==> config.mk <==
export PLATFORM = sky130hd
export DESIGN_NAME = shared_mem_arbiter
export DESIGN_NICKNAME = d
export VERILOG_FILES = /design/src/rtl/shared_mem_arbiter.sv
export SDC_FILE = /design/constraint.sdc
export NUM_CORES = 2
export LEC_CHECK = 0
export ABC_AREA = 1
export CAP_MARGIN = 20
export CORE_MARGIN = 1
export CORE_UTILIZATION = 30
export CTS_BUF_LIST = sky130_fd_sc_hd__clkbuf_8 sky130_fd_sc_hd__clkbuf_16
export CTS_CLUSTER_DIAMETER = 60
export DETAILED_ROUTE_END_ITERATION = 7
export PLACE_DENSITY = 0.52
export SYNTH_ARGS = -nofsm -noshare
export SYNTH_HDL_FRONTEND = slang
export SYNTH_SLANG_ARGS = --single-unit
==> constraint.sdc <==
create_clock -name clk -period 4.6 [get_ports clk]
set_clock_uncertainty 0.1 [all_clocks]
set_input_delay 0.92 -clock clk [delete_from_list [all_inputs] [get_ports clk]]
set_output_delay 0.92 -clock clk [all_outputs]
set_load 0.01 [all_outputs]
==> src/rtl/shared_mem_arbiter.sv <==
// Single-ported shared word memory for the MIPS core, arbitrating instruction fetch and data load/store.
// Define SHARED_MEM_ROUND_ROBIN_EN for round-robin arbitration; by default the data port has fixed priority.
module shared_mem_arbiter #(
   parameter int ADDR_BITS   = 6,
   parameter int WAIT_STATES = 1
) (
   input  logic        clk,
   input  logic        reset,
   input  logic        if_req,
   input  logic [31:0] if_addr,
   output logic [31:0] if_rdata,
   output logic        if_valid,
   input  logic        d_req,
   input  logic        d_we,
   input  logic [31:0] d_addr,
   input  logic [31:0] d_wdata,
   output logic [31:0] d_rdata,
   output logic        d_valid,
   output logic        busy
);

   localparam int DEPTH = 1 << ADDR_BITS;

   typedef enum logic [1:0] {IDLE, ACCESS, RESP} state_t;

   state_t                 state;
   logic [3:0]             counter;
   logic                   sel_data;
   logic                   op_we;
   logic [ADDR_BITS-1:0]   op_index;
   logic [31:0]            op_wdata;
   logic                   last_grant;
   logic                   grant_data;
   logic [31:0]            mem [DEPTH];

   logic [ADDR_BITS-1:0]   if_index;
   logic [ADDR_BITS-1:0]   d_index;
   logic                   unused_bits;

   assign if_index    = if_addr[ADDR_BITS+1:2];
   assign d_index     = d_addr[ADDR_BITS+1:2];
   assign busy        = (state != IDLE);
   assign unused_bits = ^{if_addr[31:ADDR_BITS+2], if_addr[1:0],
                          d_addr[31:ADDR_BITS+2], d_addr[1:0], last_grant};

   // Winner selection; last_grant is 1 when the data port won the previous grant.
   always_comb begin
      grant_data = d_req;
`ifdef SHARED_MEM_ROUND_ROBIN_EN
      if (d_req && if_req) begin
         grant_data = ~last_grant;
      end
`endif
   end

   // The valid pulse is registered on the RESP->IDLE edge, so it appears
   // WAIT_STATES+2 edges after the grant and never overlaps the next access.
   always_ff @(posedge clk or negedge reset) begin
      if (!reset) begin
         state      <= IDLE;
         counter    <= 4'd0;
         sel_data   <= 1'b0;
         op_we      <= 1'b0;
         op_index   <= '0;
         op_wdata   <= 32'd0;
         last_grant <= 1'b0;
         if_valid   <= 1'b0;
         d_valid    <= 1'b0;
         if_rdata   <= 32'd0;
         d_rdata    <= 32'd0;
      end else begin
         if_valid <= 1'b0;
         d_valid  <= 1'b0;
         case (state)
            IDLE: begin
               if (if_req || d_req) begin
                  sel_data   <= grant_data;
                  last_grant <= grant_data;
                  op_index   <= grant_data ? d_index : if_index;
                  op_we      <= grant_data & d_we;
                  op_wdata   <= d_wdata;
                  counter    <= 4'(WAIT_STATES);
                  state      <= ACCESS;
               end
            end
            ACCESS: begin
               if (counter != 4'd0) begin
                  counter <= counter - 4'd1;
               end else begin
                  if (!op_we) begin
                     if (sel_data) begin
                        d_rdata <= mem[op_index];
                     end else begin
                        if_rdata <= mem[op_index];
                     end
                  end
                  state <= RESP;
               end
            end
            RESP: begin
               if (sel_data) begin
                  d_valid <= 1'b1;
               end else begin
                  if_valid <= 1'b1;
               end
               state <= IDLE;
            end
            default: state <= IDLE;
         endcase
      end
   end

   // Array is never reset; a reset before the operation edge leaves it untouched.
   always_ff @(posedge clk) begin
      if (state == ACCESS && counter == 4'd0 && op_we) begin
         mem[op_index] <= op_wdata;
      end
   end

endmodule

==> impl_metrics.yaml <==
clocking:
  clock_sinks: 2160
  cts-hold-fix-buffers: 1
  clk_latency_ns: 0.90
  htree_num_levels: 4
  clk_pin_slew_ns: 0.06
  clockBufferDepth: 4
  ctsResizeCount: 0
  root_buffer: "clkbuf_16"
  cts_tree: "yes"
  cts_setup_buffers: 0
  cts_buffers: 224
finish:
  syn2layout_area_growth_pct: 15.1
  drive_above_1_share_pct: 6.64
  layout_commonest_cell: "nand2_1"
  fin_nets: 9194
  multiInputGateArea_um2: 19600
  regArea_um2: 64300
  final_cell_mix: "nand2_1, edfxtp_1, inv_1, nand3_1, nor2_1"
  stdcell_area_um2: 106000
  nFillCells: 30069
global_routing:
  gr-total-overflow: 0
  antenna_found_initial: 3
  grt_use_total_pct: 15.6
  grt_pass1_wl_mm: 362
  grt_max_degree: 139
  grt_pass1_vias: 56142
die:
  fp.dieW_um: 556
  pin_count: 168
  die_height_um: 556
  num_rows: 203
  initial_utilization_pct: 30.1
  dieArea_um2: 309000
  core_um2: 306000
critical_path:
  start_kind: "flip-flop"
  critPathSlowestCell: "dfrtp_4"
  slowest_delay_ns: 0.89
  crit_chain: "inv_16 -> nor2_1 -> nand2_1 -> nor2_4 -> buf_12"
  path_buf_inv: 2
  crit_family: "simple AND/OR/NAND/NOR gates"
  crit_arrival_ns: 4.32
  crit_type: "flip-flop to flip-flop"
  required_ns: 5.05
  crit_fanout: 116
  end_kind: "flip-flop"
timing:
  fin_tns_setup_ns: 0
  hold_viol: 0
  period_minus_slack_ns: 3.87
  worst_pin_slew_ns: 1.16
  fmax_mhz: 259
  setup_viol: 0
  final_max_slew_viol_count: 0
  rsz0062_at_grt: "no"
  setup_ws_ns: 0.732
  relSlewSlack_pct: 22.1
  fin_crit_sh_pct: 84.1
synthesis:
  synth_nets: 9052
  yosys_warnings: 0
  synth-seq-cells: 2160
  synth_cell_type_count: 24
  synthCells: 8950
  synth.avg_cell_area_um2: 10.3
  ys_seq_area_share_pct: 69.9
  syn-cell-area_um2: 92100
route:
  drc: 0
  ant_nets: 0
  via_count: 58190
  drt_pass1_iterations: 6
  wl_per_cell_um: 18.2
  routed_wirelength_mm: 244
  via_per_inst: 4.35
  drtIter0Drc: 4133
run:
  max-cap-violations: 0
power:
  power_w: 0.0618
  combPwrFrac_pct: 31.4
  p_int_w: 0.0389
  p_switching_w: 0.0229
  p_leak_nw: 45.7
  swShare_pct: 37.0
  power_density_nw_per_um2: 584
  power.share.clock_pct: 27.7
  pwr-share-seq_pct: 40.9
  ir_drop_mv: 0.643
placement:
  place.gp.congestion: 0.791
  place_ws_ns: 0.800
  dp_hpwl_mm: 136
  post_dp_cell_area_um2: 99000
  portBuffers: 115
worst_hold_path:
  hold_class: "flip-flop to flip-flop"
outcome:
  status: "completed"
## worst min-delay path, stage by stage, from the launching register on
cell and delay (ns):
dfrtp_1 0.34, nand2_1 0.06, nand2_1 0.06
## per-stage QoR
| step | hold WS, ns | instances | utilization (%) |
|---|---|---|---|
| 3_3_place_gp | 0.374 | 12960 | 32.4 |
| 4_1_cts | 0.386 | 13360 | 34.6 |
| 3_5_place_dp | 0.371 | 12960 | 32.4 |
| 5_1_grt | 0.405 | 13366 | 34.7 |
| 6_report | 0.381 | 13366 | 34.7 |
| 2_1_floorplan | 0.348 | 8950 | - |
## sequential cells by signal, indices dropped and copies added, names as in the netlist, 2 cells and up
name / flops
op_index: 6
state: 2
counter: 4
mem: 2048
if_rdata: 32
op_wdata: 32
d_rdata: 32
## power groups by stage
stage          clock (W)  sequential [W]  combinational (W)
2_1_floorplan          0          0.0267             0.0103
3_3_place_gp           0          0.0260             0.0190
3_5_place_dp           0          0.0261             0.0192
4_1_cts           0.0175          0.0257             0.0193
5_1_grt           0.0182          0.0254             0.0214
6_report          0.0171          0.0253             0.0194
## kinds of logic after synthesis
family	count (synthesis)	share of synthesized area [%]
AO/OA/AOI/OAI	311	1.71
adder cells (fa/ha/maj)	1	0.0136
buffers and inverters	2209	9.47
AND/OR/NAND/NOR	4269	19.0
flip-flops	2160	69.9
## routing by layer
metal	vias up	wire, um	track usage (%)
met5	-	13	0
met4	2	6650	4.41
met3	308	10500	1.95
met2	1174	121000	27.4
met1	28185	106000	20.1
li1	28521	-	-
## cell usage after synthesis, drive strengths merged
| cell type | instances | area (um^2) |
|---|---|---|
| or2 | 96 | 601 |
| dfrtp | 112 | 2800 |
| nand3 | 898 | 4490 |
| ha | 1 | 12.5 |
| a21oi | 2 | 10.0 |
| nor3 | 12 | 95.1 |
| nand2 | 2869 | 10800 |
| nand4 | 1 | 6.26 |
| o21ai | 303 | 1520 |
| nor2 | 393 | 1480 |
| o211ai | 6 | 45.0 |
| clkbuf | 79 | 297 |
| inv | 1825 | 6850 |
| edfxtp | 2048 | 61500 |
| buf | 305 | 1570 |
## worst paths after layout
check,cells after the start,slack [ns],to,from
min in group asynchronous,2,0.49,d_rdata[12],reset
setup reg to reg,5,0.73,mem[49][17],op_index[0]
hold reg to reg,2,0.38,if_rdata[24],if_rdata[24]
hold / removal,2,0.38,if_rdata[24],if_rdata[24]
setup / recovery,5,0.73,mem[49][17],op_index[0]
max in group asynchronous,3,2.93,d_rdata[26],reset
## final cells by class
type / instances / share of cell area [%]
repair buffers: 300 / 2.97
clock buffers: 236 / 5.46
inverters: 1825 / 6.49
flip-flops and latches: 2160 / 60.7
diodes: 1 / 0.00236
well taps: 4100 / 4.84
multi-input cells: 4581 / 18.5
clock inverters: 163 / 0.984
Power figures use the tool's default switching activity.
